[config.mk]
export PLATFORM = sky130hd
export DESIGN_NAME = cpld_iocfg_flat
export DESIGN_NICKNAME = d
export VERILOG_FILES = /design/src/rtl/cpld_iocfg_if.sv /design/src/rtl/cpld_iocfg.sv /design/src/flat_wrapper.sv
export SDC_FILE = /design/constraint.sdc
export NUM_CORES = 1
export LEC_CHECK = 0
export BUFFER_PORTS_ARGS = -buffer_cell sky130_fd_sc_hd__buf_4
export CORE_MARGIN = 10
export CORE_UTILIZATION = 46
export DETAILED_ROUTE_END_ITERATION = 10
export GPL_TIMING_DRIVEN = 0
export HOLD_SLACK_MARGIN = 0.06
export PLACE_DENSITY = 0.75
export SLEW_MARGIN = 5
export SYNTH_ARGS = -nofsm -noshare
export SYNTH_HDL_FRONTEND = slang
export SYNTH_SLANG_ARGS = --single-unit
[constraint.sdc]
create_clock -name clk -period 5.1 [get_ports clk]
set_clock_uncertainty 0.15 [all_clocks]
set_input_delay 0.51 -clock clk [delete_from_list [all_inputs] [get_ports clk]]
set_output_delay 0.51 -clock clk [all_outputs]
set_load 0.05 [all_outputs]
[src/rtl/cpld_iocfg_if.sv]
// Z80 bus signals seen by the I/O config CPLD: the CPU drives them, the CPLD samples them.
// All strobes are active-low.
interface cpld_iocfg_if;
    logic       iorq_b;
    logic       wr_b;
    logic       m1_b;
    logic       mreq_b;
    logic       adr15;
    logic       adr8;
    logic [7:0] data;

    modport master (output iorq_b, wr_b, m1_b, mreq_b, adr15, adr8, data);
    modport slave  (input  iorq_b, wr_b, m1_b, mreq_b, adr15, adr8, data);
endinterface

[src/rtl/cpld_iocfg.sv]
// Gate-array port decoder: filters Z80 I/O writes and commits RAM/ROM config once per I/O cycle.
// Latency: 4 clk from first qualify to outputs (IDLE->ARM->HOLD->COMMIT); commit waits for mreq_b high.
// Optional macro PORT_7EXX_EN enables the 7Exx low/high RAM select; otherwise low_not_high_ram_q is 0.
module cpld_iocfg (
    input  logic               clk,
    input  logic               reset_b_w,
    cpld_iocfg_if.slave        z80,
    input  logic               ram1mb_mode,
    input  logic               ram64kb_mode,
    input  logic               shadow_mode,
    output logic [5:0]         ramblock_q,
    output logic               mode3_q,
    output logic               low_not_high_ram_q,
    output logic               urom_disable_q,
    output logic               lrom_disable_q,
    output logic               cfg_upd
);

    typedef enum logic [1:0] {IDLE, ARM, HOLD, COMMIT} state_t;

    state_t     state_q, state_d;
    logic [7:0] stg_dat_q, stg_dat_d;
    logic [5:0] ramblock_d;
    logic       mode3_d;
    logic       urom_disable_d;
    logic       lrom_disable_d;
    logic       cfg_upd_q, cfg_upd_d;
    logic [2:0] bank;
    logic       qualify;
`ifdef PORT_7EXX_EN
    logic       stg_adr8_q, stg_adr8_d;
    logic       low_not_high_ram_d;
`endif

    // m1_b low with iorq_b low is an interrupt acknowledge, never a port write
    assign qualify = !z80.iorq_b && !z80.wr_b && z80.m1_b && !z80.adr15 && z80.data[7];
    assign cfg_upd = cfg_upd_q;

    always_comb begin
        state_d        = state_q;
        stg_dat_d      = stg_dat_q;
        ramblock_d     = ramblock_q;
        mode3_d        = mode3_q;
        urom_disable_d = urom_disable_q;
        lrom_disable_d = lrom_disable_q;
        cfg_upd_d      = 1'b0;
        bank           = 3'b000;
`ifdef PORT_7EXX_EN
        stg_adr8_d         = stg_adr8_q;
        low_not_high_ram_d = low_not_high_ram_q;
`endif
        case (state_q)
            IDLE: begin
                if (qualify) state_d = ARM;
            end
            ARM: begin
                // second consecutive qualify filters single-clock glitches
                if (qualify) begin
                    state_d   = HOLD;
                    stg_dat_d = z80.data;
`ifdef PORT_7EXX_EN
                    stg_adr8_d = z80.adr8;
`endif
                end else begin
                    state_d = IDLE;
                end
            end
            HOLD: begin
                if (z80.iorq_b) state_d = COMMIT;
            end
            COMMIT: begin
                // commit is deferred while a memory cycle is in flight
                if (z80.mreq_b) begin
                    state_d   = IDLE;
                    cfg_upd_d = 1'b1;
                    if (stg_dat_q[7:6] == 2'b11) begin
                        bank = ram64kb_mode ? 3'b000 : stg_dat_q[5:3];
                        if (shadow_mode && bank == 3'b111) bank = 3'b110;
                        ramblock_d = {bank, stg_dat_q[2:0]};
                        mode3_d    = (stg_dat_q[2:0] == 3'b011);
`ifdef PORT_7EXX_EN
                        low_not_high_ram_d = ram1mb_mode && !stg_adr8_q;
`endif
                    end else if (stg_dat_q[7:6] == 2'b10) begin
                        urom_disable_d = stg_dat_q[3];
                        lrom_disable_d = stg_dat_q[2];
                    end
                end
            end
            default: state_d = IDLE;
        endcase
    end

    always_ff @(posedge clk or negedge reset_b_w) begin
        if (!reset_b_w) begin
            state_q        <= IDLE;
            stg_dat_q      <= 8'h00;
            ramblock_q     <= 6'b000000;
            mode3_q        <= 1'b0;
            urom_disable_q <= 1'b0;
            lrom_disable_q <= 1'b0;
            cfg_upd_q      <= 1'b0;
`ifdef PORT_7EXX_EN
            stg_adr8_q         <= 1'b0;
            low_not_high_ram_q <= 1'b0;
`endif
        end else begin
            state_q        <= state_d;
            stg_dat_q      <= stg_dat_d;
            ramblock_q     <= ramblock_d;
            mode3_q        <= mode3_d;
            urom_disable_q <= urom_disable_d;
            lrom_disable_q <= lrom_disable_d;
            cfg_upd_q      <= cfg_upd_d;
`ifdef PORT_7EXX_EN
            stg_adr8_q         <= stg_adr8_d;
            low_not_high_ram_q <= low_not_high_ram_d;
`endif
        end
    end

`ifndef PORT_7EXX_EN
    assign low_not_high_ram_q = 1'b0;
`endif

endmodule

[src/flat_wrapper.sv]
// flat-port wrapper written by rule: the top's interface ports become plain ports
module cpld_iocfg_flat 
  (clk, reset_b_w, ram1mb_mode, ram64kb_mode, shadow_mode, ramblock_q, mode3_q, low_not_high_ram_q, urom_disable_q, lrom_disable_q, cfg_upd, z80_iorq_b, z80_wr_b, z80_m1_b, z80_mreq_b, z80_adr15, z80_adr8, z80_data);
  cpld_iocfg_if z80_i ();
  input  logic clk;
  input  logic reset_b_w;
  input  logic ram1mb_mode;
  input  logic ram64kb_mode;
  input  logic shadow_mode;
  output logic [5:0] ramblock_q;
  output logic mode3_q;
  output logic low_not_high_ram_q;
  output logic urom_disable_q;
  output logic lrom_disable_q;
  output logic cfg_upd;
  input wire logic [$bits(z80_i.iorq_b)-1:0] z80_iorq_b;
  input wire logic [$bits(z80_i.wr_b)-1:0] z80_wr_b;
  input wire logic [$bits(z80_i.m1_b)-1:0] z80_m1_b;
  input wire logic [$bits(z80_i.mreq_b)-1:0] z80_mreq_b;
  input wire logic [$bits(z80_i.adr15)-1:0] z80_adr15;
  input wire logic [$bits(z80_i.adr8)-1:0] z80_adr8;
  input wire logic [$bits(z80_i.data)-1:0] z80_data;
  assign z80_i.iorq_b = z80_iorq_b;
  assign z80_i.wr_b = z80_wr_b;
  assign z80_i.m1_b = z80_m1_b;
  assign z80_i.mreq_b = z80_mreq_b;
  assign z80_i.adr15 = z80_adr15;
  assign z80_i.adr8 = z80_adr8;
  assign z80_i.data = z80_data;
  cpld_iocfg u_core (.clk(clk), .reset_b_w(reset_b_w), .z80(z80_i), .ram1mb_mode(ram1mb_mode), .ram64kb_mode(ram64kb_mode), .shadow_mode(shadow_mode), .ramblock_q(ramblock_q), .mode3_q(mode3_q), .low_not_high_ram_q(low_not_high_ram_q), .urom_disable_q(urom_disable_q), .lrom_disable_q(lrom_disable_q), .cfg_upd(cfg_upd));
endmodule
# --- Word level (Yosys, flattened, before mapping) ---
# Cells that the tools add are included.
op_classes:
  n_reduce_logical: 13
  eq_ne: 10
  bitwise_logic: 1
  n_mux: 9
op_table:
  columns: ["op", "n"]
  rows:
  - ["equality test 2 bit (second input constant)", 4]
  - ["2-to-1 mux 2 bit", 4]
  - ["one-hot mux 2 bit (4 select lines)", 1]
  - ["2-to-1 mux 3 bit", 2]
  - ["AND reduction 3 bit", 2]
  - ["logical AND 1 bit", 5]
  - ["!= test 2 bit (second input constant)", 2]
  - ["AND reduction 4 bit", 1]
  - ["equality test 3 x 2 -> 1 bit (second input constant)", 1]
  - ["equality test 3 bit (second input constant)", 1]
  - ["logical NOT 1 bit", 3]
  - ["equality test 2 x 1 -> 1 bit (second input constant)", 1]
  - ["logical NOT 2 bit", 1]
  - ["2-to-1 mux 1 bit", 2]
  - ["!= test 2 x 1 -> 1 bit (second input constant)", 1]
  - ["AND reduction 2 bit", 1]
  - ["NOT 1 bit", 1]
word_totals:
  register_bits: 20
  output_inout_bits: 11
  in_bits: 19

# --- Depth between registers and ports, before layout ---
depth:
  ltp_word: 7
  depth_mapped: 4
  depth_no_buf: 3

# --- Least setup slack after synthesis ---
# Ideal clock, no wire load.
synth_timing:
  kind: "input port to flip-flop"
  from: "input port z80_wr_b"
  to: "register u_core.stg_dat_q[0]"
  required_time_ns: 4.825
  slack_ns: 3.392
  arrival_ns: 1.434
  cell_stages: 4
  setup_ns: 0.125
  path_cell_list: "nor4b_2 > and4_1 > buf_6 > mux2_2"
synth_via:
  elab_chain_cells: 6
synth_lines:
  columns: ["element", "line_no", "text"]
  rows:
  - ["start, declared", "flat_wrapper.sv:17", "input wire logic [$bits(z80_i.wr_b)-1:0] z80_wr_b;"]
  - ["logical NOT 1 bit", "cpld_iocfg.sv:36", "assign qualify = !z80.iorq_b && !z80.wr_b && z80.m1_b && !z80.adr15 && z80.data[7];"]
  - ["logical AND 1 bit (4 in series)", "cpld_iocfg.sv:36", null]
  - ["AND reduction 2 bit (no line)", null, null]
  - ["end signal, assigned", "cpld_iocfg.sv:109", "stg_dat_q <= stg_dat_d;"]
  - ["end, declared", "cpld_iocfg.sv:22", "logic [7:0] stg_dat_q, stg_dat_d;"]
# No other way between the ends.
# A chain may end at the register's enable or synchronous reset.

==> PnR_summary.wiki <==
{| class="wikitable"
! Metric !! Value
|-
| Area added between synthesis and finish || 32.9%
|-
| Cell count after placement || around 110
|-
| Effective utilization at floorplan || 0.480
|-
| Proportion of layout cells with a drive suffix above 1 || 0.602
|-
| Pin count of the biggest net entering global routing || 21
|-
| Slew Viols, Final || 0
|-
| Area contributors post-synth || dfrtp_1 60%, mux2_2 22%, nor4b_2 1.8%, nor2b_1 1.5%, buf_6 1.4%
|-
| Finish-stage setup viols || 0
|-
| Die width || between 60 and 70 um
|-
| Dpl ws || about 3.2 ns
|-
| Gate count after technology mapping || 57
|-
| Via count || roughly 540
|-
| Final hold violation count || 0
|-
| Synthesized area per cell || 14.6 um2
|-
| Maximum clock frequency || roughly 0.58 GHz
|-
| Power per cell area || ~250 nW/um2
|-
| Portion of netlist area occupied by mux cells || 0.217
|-
| Class of the tightest hold or removal check || input pin to flop
|-
| Synth area leader || dfrtp_1
|-
| Diodes inserted || 0
|-
| Capturing element type of the critical path || flop
|-
| Overall die area || a little under 4000 um2
|-
| Compound-cell area share of the yosys netlist || 0.0377
|-
| Master cell of the clock root buffer || clkbuf_4
|-
| Post-cts repair resize count || 0
|-
| Post-Route WL || around 1.7 mm
|-
| Count of nets after finishing || between 100 and 150
|-
| Sequential share of the synthesized area || 0.603
|-
| Status || finished clean
|-
| Die height || 62.5 um
|-
| R2r endpoint || u_core.stg_dat_q[0]
|-
| Slowest CP cell || dfrtp_1
|-
| First-pass GRT wire length || between 2 and 3 mm
|-
| Maximum fanout along the worst path || 9
|-
| Standard cell area after detailed placement || roughly 1100 um2
|-
| Iteration count of the initial detailed-routing pass || 4
|-
| Count of unresolved DRC violations after routing || 0
|-
| Fin area || 1100 um2
|-
| Maximum clock path buffer count || 2
|-
| Overflow left after global routing || 0
|-
| Final period demand of the worst path || between 1.5 and 2 ns
|-
| Number of distinct library cells after synthesis || 20
|-
| Remaining antenna violation count || 0
|-
| Clk slew on worst S/H paths || 0.10 ns
|-
| Detailed Route Iter0 Violations || 5
|-
| Adder and majority gate portion of the synthesized area || 0
|-
| Beginning of the worst hold path || z80_data[3]
|-
| Worst stage delay on the critical path || 0.43 ns
|-
| Worst setup path class || flop to flop
|-
| WL per Instance || ~15 um
|-
| Final setup TNS || 0 ns
|-
| Unrepaired setup endpoints after global routing || false
|-
| Number of violations of the max-capacitance limit || 0
|-
| End point of the worst hold path || u_core.stg_dat_q[3]
|-
| Length in cells of the worst reg-to-reg path || 4
|-
| Net count after synthesis || 76
|-
| Final worst-path cycle share || 0.338
|-
| Fraction of post-synthesis cell area in the top cell type by area || 0.603
|-
| Core area || 1730 um2
|-
| Flip-flop and latch count after synthesis || 20
|-
| Number of placement rows || 15
|-
| Vias in the first global route || around 620
|-
| Worst skew pair latency || approximately 0.29 ns
|-
| Number of primary I/O pins || 30
|-
| Setup fix buffers added after clock tree synthesis || 0
|-
| Crit path cell chain || nor4b_2 -> and4_1 -> buf_6 -> mux2_2
|-
| Total CTS buffers || 3
|-
| Fillcell total || 153
|-
| CTS tree || done
|-
| Vias per inst || approximately 4.8
|-
| Gpl congestion || roughly 0.71
|-
| CP required || roughly 5.1 ns
|-
| Startpoint type of the worst setup path || flop
|-
| Worst EP arrival || 1.76 ns
|-
| Setup slack of the most critical reg-to-reg path || ~3.4 ns
|-
| Cell Area, Synth || 830 um2
|-
| Maximum level of the CTS H-tree || 1
|-
| CTS Hold Bufs || 1
|-
| Global Route Usage Sum || 0.0906
|-
| Synth Area in XOR/XNOR || 0
|-
| Warnings from Yosys || 0
|-
| Static leakage || 0.590 nW
|-
| Synthesized-area fraction occupied by and/or/nand/nor cells || 0.106
|-
| Main combinational cell family by area after synthesis || multiplexers
|-
| Sink Count || 20
|-
| Post-Route Hold Slack || ~0.29 ns
|-
| Minimum setup slack in the final design || ~3.4 ns
|-
| Non-filler cells, final || roughly 110
|-
| Port Buffer Count || 26
|-
| Largest voltage drop on the vdd net || between 0.2 and 0.25 mV
|-
| Antenna violations before repair || 0
|-
| Worst Hold Depth || 2
|}
==> how the worst max path moves through the flow <==
stage | cells past startpoint | endpoint | start | slack (ns)
3_5_place_dp | 5 | u_core.stg_dat_q[0] | z80_wr_b | 3.20
2_1_floorplan | 4 | u_core.stg_dat_q[0] | z80_wr_b | 3.39
3_3_place_gp | 5 | u_core.stg_dat_q[4] | z80_wr_b | 3.23
4_1_cts | 4 | u_core.stg_dat_q[0] | flop | 3.37
6_report | 4 | u_core.stg_dat_q[0] | flop | 3.37
5_1_grt | 4 | u_core.stg_dat_q[1] | flop | 3.28
==> cell families (layout without fill, tap and decap cells) <==
logic type / after synthesis / after routing
flops: 20 / 20
compound gates: 4 / 4
other cells: 1 / 1
buf+inv: 4 / 35
mux: 16 / 16
simple gates: 12 / 12
==> critical path, delay by kind of cell (launching register included) <==
kind          cells  cell delay (ns)
simple gates      2             0.55
flops             1             0.43
mux               1             0.34
buf+inv           1             0.15
==> stage by stage <==
| step | util | total power, mW |
|---|---|---|
| 2_1_floorplan | - | 0.175 |
| 3_3_place_gp | 0.612 | 0.189 |
| 3_5_place_dp | 0.612 | 0.190 |
| 4_1_cts | 0.638 | 0.281 |
| 5_1_grt | 0.638 | 0.290 |
| 6_report | 0.638 | 0.276 |
==> layer usage <==
metal | global-route usage | share of wire | vias to the layer above | wire length, um
met1 | 0.0928 | 0.37 | 265 | 613
met2 | 0.159 | 0.55 | 11 | 925
met5 | 0 | 0 | - | 0
met4 | 0.0251 | 0.0096 | 0 | 16
li1 | - | - | 265 | -
met3 | 0.0448 | 0.072 | 2 | 120
==> flip-flops by register name (all words and copies together), names as in the netlist, named ones only <==
name and count:
u_core.ramblock_q 6, u_core.state_q 1, u_core.stg_dat_q 8, u_core.cfg_upd 1, u_core.lrom_disable_q 1, u_core.mode3_q 1, u_core.urom_disable_q 1
==> power breakdown <==
group | internal [mW] | leakage (nW) | switching, mW
clock network | 0.0435 | 0.0210 | 0.0450
registers | 0.162 | 0.278 | 0.00336
logic | 0.0128 | 0.291 | 0.00863
==> placed cells by master, fill, tap and decap left out <==
master,count
buf_4,27
dlygate4sd3_1,1
a32oi_1,1
o21ai_0,1
buf_6,1
nor2_1,1
nand2_1,2
inv_1,2
clkbuf_8,1
nor4b_2,1
a21o_2,1
conb_1,1
nor2b_1,2
nand3b_1,1
and4_1,1
or2_2,1
clkbuf_4,3
mux2_2,16
nand3_2,1
and3_2,1
dfrtp_1,20
a311oi_1,1
and3b_1,1
==> cells in the mapped netlist, drive strengths merged <==
master and count:
a21o 1, inv 2, or2 1, and3b 1, o21ai 1, a32oi 1, nand2 2, nor2b 2
conb 1, mux2 16, and3 1, and4 1, a311oi 1, nand3b 1, nand3 1, buf 2
nor2 1, dfrtp 20, nor4b 1
==> cell type report <==
type                            count  area [um2]  share of cell area
Tap cell                           25        31.3              0.0284
Clock buffer                        4        36.3              0.0329
Buffer                              2        18.8              0.0170
Timing Repair Buffer               27         205               0.186
Sequential cell                    20         500               0.454
Multi-Input combinational cell     33         303               0.275
Inverter                            2        7.51             0.00681
(Power assumes the default switching activity.)
